### src/rtl/branch_if.sv
// Redirect/link bus between the decode stage and branch_ctrl.
// master: decode side, which drives the instruction fields and operands and receives the
//         redirect (npc/get_npc), busy and the link-register write.
// slave : branch_ctrl side.
// Signals:
//   opcode, fun3, rd, imm, opc      decoded instruction fields
//   rs1_val/rs1_ready, rs2_val/rs2_ready  operand values and their valid flags
//   npc, get_npc                    next fetch address and one-cycle redirect pulse
//   busy                            control transfer in flight
//   link_we, link_rd, link_data     link-register write
interface branch_if;
   logic [6:0]  opcode;
   logic [2:0]  fun3;
   logic [4:0]  rd;
   logic [31:0] imm;
   logic [31:0] opc;
   logic [31:0] rs1_val;
   logic        rs1_ready;
   logic [31:0] rs2_val;
   logic        rs2_ready;
   logic [31:0] npc;
   logic        get_npc;
   logic        busy;
   logic        link_we;
   logic [4:0]  link_rd;
   logic [31:0] link_data;

   modport master (
      output opcode, fun3, rd, imm, opc, rs1_val, rs1_ready, rs2_val, rs2_ready,
      input  npc, get_npc, busy, link_we, link_rd, link_data
   );

   modport slave (
      input  opcode, fun3, rd, imm, opc, rs1_val, rs1_ready, rs2_val, rs2_ready,
      output npc, get_npc, busy, link_we, link_rd, link_data
   );
endinterface

### src/rtl/branch_ctrl.sv
// Resolves BRANCH/JAL/JALR instructions from decode. Captures the instruction in IDLE, waits in
// WAIT until the required operands have been latched, then spends one cycle in DONE, where it
// presents the registered redirect (npc, get_npc) and, for jumps with rd != 0, the link write.
// Ports:
//   clk  single clock, posedge
//   rst  synchronous active-high reset
//   bus  branch_if.slave: instruction fields/operands in, redirect/busy/link outputs out
module branch_ctrl (
   input  logic    clk,
   input  logic    rst,
   branch_if.slave bus
);
   localparam logic [6:0] OP_BRANCH = 7'b1100011;
   localparam logic [6:0] OP_JAL    = 7'b1101111;
   localparam logic [6:0] OP_JALR   = 7'b1100111;

   typedef enum logic [1:0] {StIdle, StWait, StDone} state_e;
   typedef enum logic [1:0] {KindBranch, KindJal, KindJalr} kind_e;

   state_e      state_q, state_d;
   kind_e       kind_q, kind_d;
   logic [31:0] opc_q, opc_d, imm_q, imm_d;
   logic [2:0]  fun3_q, fun3_d;
   logic [4:0]  rd_q, rd_d;
   logic [31:0] rs1_q, rs1_d, rs2_q, rs2_d;
   logic        rs1_vld_q, rs1_vld_d, rs2_vld_q, rs2_vld_d;
   logic [31:0] npc_q, npc_d, link_data_q, link_data_d;
   logic [4:0]  link_rd_q, link_rd_d;
   logic        get_npc_q, get_npc_d, link_we_q, link_we_d, busy_q, busy_d;

   logic        is_cti, idle, have_rs1, have_rs2, ops_ok, taken, go_done;
   kind_e       dec_kind, cur_kind;
   logic [31:0] cur_opc, cur_imm, cur_rs1, cur_rs2, target;
   logic [2:0]  cur_fun3;
   logic [4:0]  cur_rd;

   always_comb begin
      dec_kind = KindBranch;
      is_cti   = 1'b1;
      case (bus.opcode)
         OP_BRANCH: dec_kind = KindBranch;
         OP_JAL:    dec_kind = KindJal;
         OP_JALR:   dec_kind = KindJalr;
         default:   is_cti   = 1'b0;
      endcase
   end

   // In IDLE the instruction is evaluated straight off the bus so an instruction whose operands
   // are already ready resolves at the capture edge; afterwards the captured copy is used.
   always_comb begin
      idle     = (state_q == StIdle);
      cur_kind = idle ? dec_kind : kind_q;
      cur_opc  = idle ? bus.opc : opc_q;
      cur_imm  = idle ? bus.imm : imm_q;
      cur_fun3 = idle ? bus.fun3 : fun3_q;
      cur_rd   = idle ? bus.rd : rd_q;
      // A latched operand wins over whatever is on the bus now.
      cur_rs1  = rs1_vld_q ? rs1_q : bus.rs1_val;
      cur_rs2  = rs2_vld_q ? rs2_q : bus.rs2_val;
      have_rs1 = rs1_vld_q | bus.rs1_ready;
      have_rs2 = rs2_vld_q | bus.rs2_ready;
      ops_ok   = ((cur_kind == KindJal) | have_rs1) & ((cur_kind != KindBranch) | have_rs2);

      taken = 1'b0;
      case (cur_fun3)
         3'b000:  taken = (cur_rs1 == cur_rs2);
         3'b001:  taken = (cur_rs1 != cur_rs2);
         3'b100:  taken = ($signed(cur_rs1) < $signed(cur_rs2));
         3'b101:  taken = ($signed(cur_rs1) >= $signed(cur_rs2));
         3'b110:  taken = (cur_rs1 < cur_rs2);
         3'b111:  taken = (cur_rs1 >= cur_rs2);
         default: taken = 1'b0;
      endcase

      case (cur_kind)
         KindJal:  target = cur_opc + cur_imm;
         KindJalr: target = (cur_rs1 + cur_imm) & 32'hFFFF_FFFE;
         default:  target = taken ? (cur_opc + cur_imm) : (cur_opc + 32'd4);
      endcase
   end

   always_comb begin
      state_d     = state_q;
      kind_d      = kind_q;
      opc_d       = opc_q;
      imm_d       = imm_q;
      fun3_d      = fun3_q;
      rd_d        = rd_q;
      rs1_d       = rs1_q;
      rs2_d       = rs2_q;
      rs1_vld_d   = rs1_vld_q;
      rs2_vld_d   = rs2_vld_q;
      npc_d       = npc_q;
      link_rd_d   = link_rd_q;
      link_data_d = link_data_q;
      get_npc_d   = 1'b0;
      link_we_d   = 1'b0;
      go_done     = 1'b0;

      case (state_q)
         StIdle: begin
            if (is_cti) begin
               kind_d  = dec_kind;
               opc_d   = bus.opc;
               imm_d   = bus.imm;
               fun3_d  = bus.fun3;
               rd_d    = bus.rd;
               go_done = ops_ok;
               state_d = ops_ok ? StDone : StWait;
            end
         end
         StWait: begin
            if (ops_ok) begin
               go_done = 1'b1;
               state_d = StDone;
            end
         end
         StDone: begin
            state_d   = StIdle;
            rs1_vld_d = 1'b0;
            rs2_vld_d = 1'b0;
         end
         default: state_d = StIdle;
      endcase

      // Operands latch on the first ready cycle, at capture or while waiting.
      if ((state_q == StWait) || (idle && is_cti)) begin
         if (!rs1_vld_q && bus.rs1_ready) begin
            rs1_d     = bus.rs1_val;
            rs1_vld_d = 1'b1;
         end
         if (!rs2_vld_q && bus.rs2_ready) begin
            rs2_d     = bus.rs2_val;
            rs2_vld_d = 1'b1;
         end
      end

      if (go_done) begin
         get_npc_d = 1'b1;
         npc_d     = target;
         if ((cur_kind != KindBranch) && (cur_rd != 5'd0)) begin
            link_we_d   = 1'b1;
            link_rd_d   = cur_rd;
            link_data_d = cur_opc + 32'd4;
         end
      end

      busy_d = (state_d != StIdle);
   end

   always_ff @(posedge clk) begin
      if (rst) begin
         state_q     <= StIdle;
         kind_q      <= KindBranch;
         opc_q       <= 32'd0;
         imm_q       <= 32'd0;
         fun3_q      <= 3'd0;
         rd_q        <= 5'd0;
         rs1_q       <= 32'd0;
         rs2_q       <= 32'd0;
         rs1_vld_q   <= 1'b0;
         rs2_vld_q   <= 1'b0;
         npc_q       <= 32'd0;
         link_rd_q   <= 5'd0;
         link_data_q <= 32'd0;
         get_npc_q   <= 1'b0;
         link_we_q   <= 1'b0;
         busy_q      <= 1'b0;
      end else begin
         state_q     <= state_d;
         kind_q      <= kind_d;
         opc_q       <= opc_d;
         imm_q       <= imm_d;
         fun3_q      <= fun3_d;
         rd_q        <= rd_d;
         rs1_q       <= rs1_d;
         rs2_q       <= rs2_d;
         rs1_vld_q   <= rs1_vld_d;
         rs2_vld_q   <= rs2_vld_d;
         npc_q       <= npc_d;
         link_rd_q   <= link_rd_d;
         link_data_q <= link_data_d;
         get_npc_q   <= get_npc_d;
         link_we_q   <= link_we_d;
         busy_q      <= busy_d;
      end
   end

   assign bus.npc       = npc_q;
   assign bus.get_npc   = get_npc_q;
   assign bus.busy      = busy_q;
   assign bus.link_we   = link_we_q;
   assign bus.link_rd   = link_rd_q;
   assign bus.link_data = link_data_q;
endmodule

### src/flat_wrapper.sv
// flat-port wrapper written by rule: the top's interface ports become plain ports
module branch_ctrl_flat 
  (clk, rst, bus_opcode, bus_fun3, bus_rd, bus_imm, bus_opc, bus_rs1_val, bus_rs1_ready, bus_rs2_val, bus_rs2_ready, bus_npc, bus_get_npc, bus_busy, bus_link_we, bus_link_rd, bus_link_data);
  branch_if bus_i ();
  input  logic clk;
  input  logic rst;
  input wire logic [$bits(bus_i.opcode)-1:0] bus_opcode;
  input wire logic [$bits(bus_i.fun3)-1:0] bus_fun3;
  input wire logic [$bits(bus_i.rd)-1:0] bus_rd;
  input wire logic [$bits(bus_i.imm)-1:0] bus_imm;
  input wire logic [$bits(bus_i.opc)-1:0] bus_opc;
  input wire logic [$bits(bus_i.rs1_val)-1:0] bus_rs1_val;
  input wire logic [$bits(bus_i.rs1_ready)-1:0] bus_rs1_ready;
  input wire logic [$bits(bus_i.rs2_val)-1:0] bus_rs2_val;
  input wire logic [$bits(bus_i.rs2_ready)-1:0] bus_rs2_ready;
  output wire logic [$bits(bus_i.npc)-1:0] bus_npc;
  output wire logic [$bits(bus_i.get_npc)-1:0] bus_get_npc;
  output wire logic [$bits(bus_i.busy)-1:0] bus_busy;
  output wire logic [$bits(bus_i.link_we)-1:0] bus_link_we;
  output wire logic [$bits(bus_i.link_rd)-1:0] bus_link_rd;
  output wire logic [$bits(bus_i.link_data)-1:0] bus_link_data;
  assign bus_i.opcode = bus_opcode;
  assign bus_i.fun3 = bus_fun3;
  assign bus_i.rd = bus_rd;
  assign bus_i.imm = bus_imm;
  assign bus_i.opc = bus_opc;
  assign bus_i.rs1_val = bus_rs1_val;
  assign bus_i.rs1_ready = bus_rs1_ready;
  assign bus_i.rs2_val = bus_rs2_val;
  assign bus_i.rs2_ready = bus_rs2_ready;
  assign bus_npc = bus_i.npc;
  assign bus_get_npc = bus_i.get_npc;
  assign bus_busy = bus_i.busy;
  assign bus_link_we = bus_i.link_we;
  assign bus_link_rd = bus_i.link_rd;
  assign bus_link_data = bus_i.link_data;
  branch_ctrl u_core (.clk(clk), .rst(rst), .bus(bus_i));
endmodule
### config.mk
export PLATFORM = sky130hd
export DESIGN_NAME = branch_ctrl_flat
export DESIGN_NICKNAME = d
export VERILOG_FILES = /design/src/rtl/branch_if.sv /design/src/rtl/branch_ctrl.sv /design/src/flat_wrapper.sv
export SDC_FILE = /design/constraint.sdc
export NUM_CORES = 1
export LEC_CHECK = 0
export CAP_MARGIN = 10
export CORE_MARGIN = 2
export CORE_UTILIZATION = 60
export CTS_CLUSTER_SIZE = 25
export DETAILED_ROUTE_END_ITERATION = 10
export DONT_BUFFER_PORTS = 1
export PLACE_DENSITY = 0.86
export SLEW_MARGIN = 20
export SYNTH_ARGS = -nofsm -noshare
export SYNTH_HDL_FRONTEND = slang
export SYNTH_SLANG_ARGS = --single-unit
### constraint.sdc
create_clock -name clk -period 5.4 [get_ports clk]
set_input_delay 0.27 -clock clk [delete_from_list [all_inputs] [get_ports clk]]
set_output_delay 0.27 -clock clk [all_outputs]
set_load 0.02 [all_outputs]
**Word-level counts from Yosys, hierarchy flattened**

Index checks and enable logic that the tools add are counted.

- Flip-flop bits (word level): 214
- Word-level logic and storage cells: 88

- Add/sub/neg operators: 3
- Magnitude comparators: 4
- Equality and inequality tests: 14
- Muxes and demuxes: 27
- Bitwise gates (word level): 6
- Reductions and logical operators: 18

Operators by type and width:

| operator | count |
|---|---|
| 32-bit 2-to-1 mux | 5 |
| 32-bit adder | 2 |
| 32-bit >= comparator | 2 |
| 32-bit < comparator | 2 |
| 32-bit one-hot mux with 2 select lines | 1 |
| 32-bit by 3-bit adder with 32-bit output, second input constant | 1 |
| 32-bit == test | 1 |
| 32-bit != test | 1 |
| 7-bit == test, second input constant | 3 |
| 3-bit == test, second input constant | 4 |
| 1-bit 2-to-1 mux | 11 |
| 2-bit 2-to-1 mux | 4 |
| 2-bit one-hot mux with 2 select lines | 2 |
| 2-bit AND reduction | 4 |
| 1-bit one-hot mux with 6 select lines | 1 |
| 5-bit 2-to-1 mux | 1 |
| 5-bit nonzero test | 1 |
| 2-bit by 1-bit == test with 1-bit output, second input constant | 2 |
| 2-bit == test, second input constant | 2 |
| 1-bit logical AND | 4 |
| 1-bit bitwise OR | 4 |
| 2-bit nonzero test | 2 |
| 3-bit by 1-bit == test with 1-bit output, second input constant | 1 |
| 3-bit zero test | 1 |
| other kinds (9) | 10 |

**Logic depth before layout (Yosys ltp)**

- Depth in word-level cells: 10
- Depth in mapped cells: 18

**Worst setup path after synthesis**

Ideal clock, no wire load.

- Kind: register to register
- Start: reg u_core.state_q[0]
- End: reg u_core.npc_q[29], in the netlist u_core.bus.npc[29]
- Library setup time: 0.087 ns
- Arrival: 4.460 ns
- Data required time: 5.313 ns
- Slack: 0.853 ns
- Cell stages (with the launch flop): 17
- Path buffers: 3
- Clock period less this slack: 4.547 ns
- Cell sequence: dfxtp_1 -> nor2_2 -> buf_2 -> buf_1 -> clkbuf_1 -> mux2i_1 -> inv_1 -> ha_1 -> a211oi_1 -> o21ai_1 -> a211oi_1 -> o41ai_1 -> a21oi_1 -> or4_1 -> o211ai_1 -> a221oi_1 -> o31ai_1

- Elaborated cells on any way between the ends: 27

RTL lines:

| what | RTL line | source |
|---|---|---|
| start, declared | branch_ctrl.sv:20 | `state_e state_q, state_d;` |
| start signal, assigned | branch_ctrl.sv:153 | `state_q <= StIdle;` |
| start signal, assigned | branch_ctrl.sv:170 | `state_q <= state_d;` |
| 2-bit zero test (*) | branch_ctrl.sv:51 | `idle = (state_q == StIdle);` |
| 32-bit 2-to-1 mux (*) | branch_ctrl.sv:53 | `cur_opc = idle ? bus.opc : opc_q;` |
| net u_core.cur_opc[1] | branch_ctrl.sv:33 | `logic [31:0] cur_opc, cur_imm, cur_rs1, cur_rs2, target;` |
| 32-bit by 3-bit adder with 32-bit output / 32-bit adder (equally long branches) | branch_ctrl.sv:78, branch_ctrl.sv:76 |  |
| 32-bit 2-to-1 mux | branch_ctrl.sv:78 | `default: target = taken ? (cur_opc + cur_imm) : (cur_opc + 32'd4);` |
| 32-bit one-hot mux with 2 select lines (*) | branch_ctrl.sv:75 | `case (cur_kind)` |
| end signal, assigned | branch_ctrl.sv:180 | `npc_q <= npc_d;` |
| end, declared | branch_ctrl.sv:27 | `logic [31:0] npc_q, npc_d, link_data_q, link_data_d;` |

The timed path passes the listed nets; every way through them passes the cells marked *.
A chain may end at the register's enable or synchronous reset.

**Worst setup path after layout**

- Start: reg u_core.rs1_vld_q
- End: reg u_core.npc_q[6], in the netlist u_core.bus.npc[6]

- Word-level cells in the longest chain between the ends: 5
- Elaborated cells on any way between the ends: 17

Ends and longest elaborated chain:

| what | RTL line | source |
|---|---|---|
| start, declared | branch_ctrl.sv:26 | `logic rs1_vld_q, rs1_vld_d, rs2_vld_q, rs2_vld_d;` |
| start signal, assigned | branch_ctrl.sv:178 | `rs1_vld_q <= rs1_vld_d;` |
| 32-bit 2-to-1 mux / 1-bit bitwise OR (equally long branches) | branch_ctrl.sv:58, branch_ctrl.sv:60 |  |
| 32-bit >= comparator (tied with other cells) | branch_ctrl.sv:71 | `3'b111: taken = (cur_rs1 >= cur_rs2);` |
| 1-bit one-hot mux with 6 select lines / 1-bit bitwise AND (equally long branches) | branch_ctrl.sv:65, branch_ctrl.sv:62 |  |
| 32-bit 2-to-1 mux (tied with other cells) | branch_ctrl.sv:78 |  |
| 32-bit one-hot mux with 2 select lines / 1-bit one-hot mux with 2 select lines (equally long branches) | branch_ctrl.sv:75, branch_ctrl.sv:100 |  |

Parallel ways exist; a longest one is shown, timed or not.

==> results.tsv <==
stage	metric	value	unit
outcome	status	finished, final reports clean	
die	boundaryPins	219	
clocking	cts_resized	0	
grt	grt_pass1_wl	90200	um
die	die_y	162	um
placed_design	port_buffers	0	
placed_design	gp_congestion	1.04	
placed_design	hpwl	39800	um
synth	synth_fp_nets	2262	
synth	syn-cell-area	14900	um^2
clocking	cts_tree	built	
routing	wl_per_cell	24.5	um
critical_path	critPathMaxFanout	35	
routing	drtIter0Drc	2327	
final_layout	antennaDiodeCount	0	
clocking	cts_hold_buf	140	
pwr	total_power	0.00442	W
sta	setup_viol	0	
pwr	power_density	255	nW/um^2
routing	num_vias	16600	
pwr	pwr-share-clk	39.4	%
sta	period_needed	5120	ps
die	rows	57	
final_layout	drive_gt1_share	6.39	%
grt	antenna_found_initial	1	
sta	setup_tns	0	ps
critical_path	start_kind	flip-flop	
hold_path	hp-class	primary input to flip-flop	
synth	synth_top_area_share	28.8	%
clocking	htree_num_levels	1	
synth	yosysMostFrequentCell	nand2_1	
die	coreArea	24300	um^2
run	max-cap-violations	0	
pwr	p_sw_share	31.8	%
synth	synth_cell_type_count	80	
pwr	p_leak	6.81	nW
synth	synth_warnings	0	
grt	grt.total_usage	44.2	%
synth	yosysTopAreaCell	dfxtp_1	
clocking	numCtsBuffers	25	
clocking	worstSkewPairLatency	550	ps
final_layout	area_growth	16.4	%
routing	drc	0	
routing	drt-pass1-iter-count	6	
synth	synth_top_family_by_area	simple AND/OR/NAND/NOR gates	
pwr	ir_drop	0.264	mV
die	start_util	61.2	%
critical_path	endpoint_kind	flip-flop	
grt	grt_pass1_vias	15900	
pwr	sequentialPowerShare	36.4	%
grt	grt-ovfl-total	0	
final_layout	nets	2343	
synth	synth_common_cells	nand2_1, a21oi_1, dfxtp_1, clkbuf_1, ha_1	
sta	relSlewSlack	35.2	%
pwr	internal-power	0.00301	W
clocking	postCtsSetupBuffers	0	
synth	synth_compound_area_share	23.0	%
sta	clock.fmax	195	MHz
routing	viasPerCell	6.81	
synth	ys_ff_latch	214	
sta	hold_slack	25.9	ps
sta	drv_slew	0	
synth	synth_cells	2016	
synth	ys_top_cells_by_area	dfxtp_1, nand2_1, a21oi_1, ha_1, mux2i_1	
sta	clock_skew	18.6	ps
critical_path	required	5880	ps
pwr	comb_power_share	24.2	%
final_layout	final_cells	2436	
sta	tightest_slew	968	ps
clocking	clock_sinks	214	
clocking	clk_path_buf_depth	3	
die	dieArea	26100	um^2
synth	synthFlopType	dfxtp_1	
critical_path	criticalPathCategory	flip-flop to flip-flop	
synth	synth_xor_area_share	4.46	%
critical_path	cp_data_arrival_time	5590	ps
die	die_w	162	um
synth	ys_seq_area_share	28.8	%
grt	grt_max_degree	182	
synth	synth-simple-area-share	24.2	%
sta	hold_violations	0	
routing	wl	59600	um
final_layout	final_util	71.3	%
synth	synth_mux_area_share	6.61	%
clocking	clkSlewWorstSetupHoldPaths	60	ps
sta	period_share	94.7	%
sta	grt_setup_unrepaired	no	
clocking	clockRootBuffer	clkbuf_16	
pwr	netSwitchingPower	0.00141	W
routing	ant_nets	0	
synth	synth-edff-count	0	
synth	avgSynthCellArea	7.39	um^2
placed_design	dpl.cell_count	2254	
synth	synth-adder-area-share	8.42	%
synth	async_reset_ff_share	0	%
-- layout by cell type (no fill, tap or decap), types with 28 or more instances in the layout --
master | synthesis | routed
dlygate4sd3_1 | 0 | 139
nor2_1 | 75 | 75
nand2_1 | 535 | 535
nand3_1 | 28 | 28
a21oi_1 | 262 | 262
mux2i_1 | 59 | 59
ha_1 | 97 | 97
o21ai_0 | 63 | 62
inv_1 | 53 | 53
mux2_2 | 35 | 35
buf_4 | 1 | 35
dfxtp_1 | 214 | 213
a211oi_1 | 30 | 30
xnor2_1 | 52 | 52
-- power groups by stage --
stage | clock network (W) | registers [W] | logic [W]
6_report | 0.00174 | 0.00161 | 0.00107
5_1_grt | 0.00180 | 0.00161 | 0.00113
4_1_cts | 0.00173 | 0.00161 | 0.00101
3_5_place_dp | 0 | 0.00164 | 0.000900
3_3_place_gp | 0 | 0.00164 | 0.000892
2_1_floorplan | 0 | 0.00164 | 0.000676
-- worst max-delay path, cell delays in order (launching register included) --
cell	delay, ps
dfxtp_1	330
buf_4	430
mux2i_1	460
inv_1	210
ha_1	350
nor2b_1	140
o211ai_1	90
a2111oi_0	770
o31a_1	340
o21a_1	160
o21a_1	700
nor3_2	200
o311ai_0	600
a32o_1	230
-- per-stage QoR --
step	area, um^2	worst slack, ps
2_1_floorplan	14900	853
3_3_place_gp	15100	775
3_5_place_dp	15100	741
4_1_cts	17300	718
5_1_grt	17300	228
6_report	17300	284
-- registers in the layout, summed over array words and instances, names as in the netlist, 3 cells and up --
register              flops
u_core.bus.link_data     32
u_core.bus.npc           32
u_core.imm_q             32
u_core.opc_q             32
u_core.rs1_q             32
u_core.rs2_q             32
u_core.bus.link_rd        5
u_core.rd_q               5
u_core.fun3_q             3
-- worst paths after layout --
path	start	endpoint	slack [ps]	depth (start not counted)
max	u_core.rs1_vld_q	u_core.bus.npc[6]	280	13
min	bus_opcode[2]	u_core.kind_q[1]	30	3
min reg2reg	u_core.rs1_q[13]	u_core.rs1_q[13]	450	2
max reg2reg	u_core.rs1_vld_q	u_core.bus.npc[6]	280	13
-- cell type report --
cell class                      instances  area, um^2
Multi-Input combinational cell       1627        9960
Fill cell                            1846        6980
Sequential cell                       214        4290
Clock buffer                           31         658
Clock inverter                         11         144
Timing Repair Buffer                  175        1680
Inverter                               54         203
Tap cell                              324         405
-- logic make-up after synthesis --
| logic type | after synthesis |
|---|---|
| AND/OR/NAND/NOR | 812 |
| AO/OA/AOI/OAI | 547 |
| flip-flops | 214 |
| buffers and inverters | 175 |
| adder cells (fa/ha/maj) | 99 |
| multiplexers | 94 |
| XOR/XNOR | 75 |
-- routing by layer --
layer  wire (um)  global-route usage [%]  vias to the layer above  part of all wire [%]
li1            -                       -                     7310                     -
met1       21000                    53.2                     7575                    35
met2       26000                    70.5                     1359                    44
met3        7700                    10.7                      340                    13
met4        4880                    28.8                        0                   8.2
met5           0                       0                        -                     0
No activity file was read; power rests on OpenSTA's default activity.
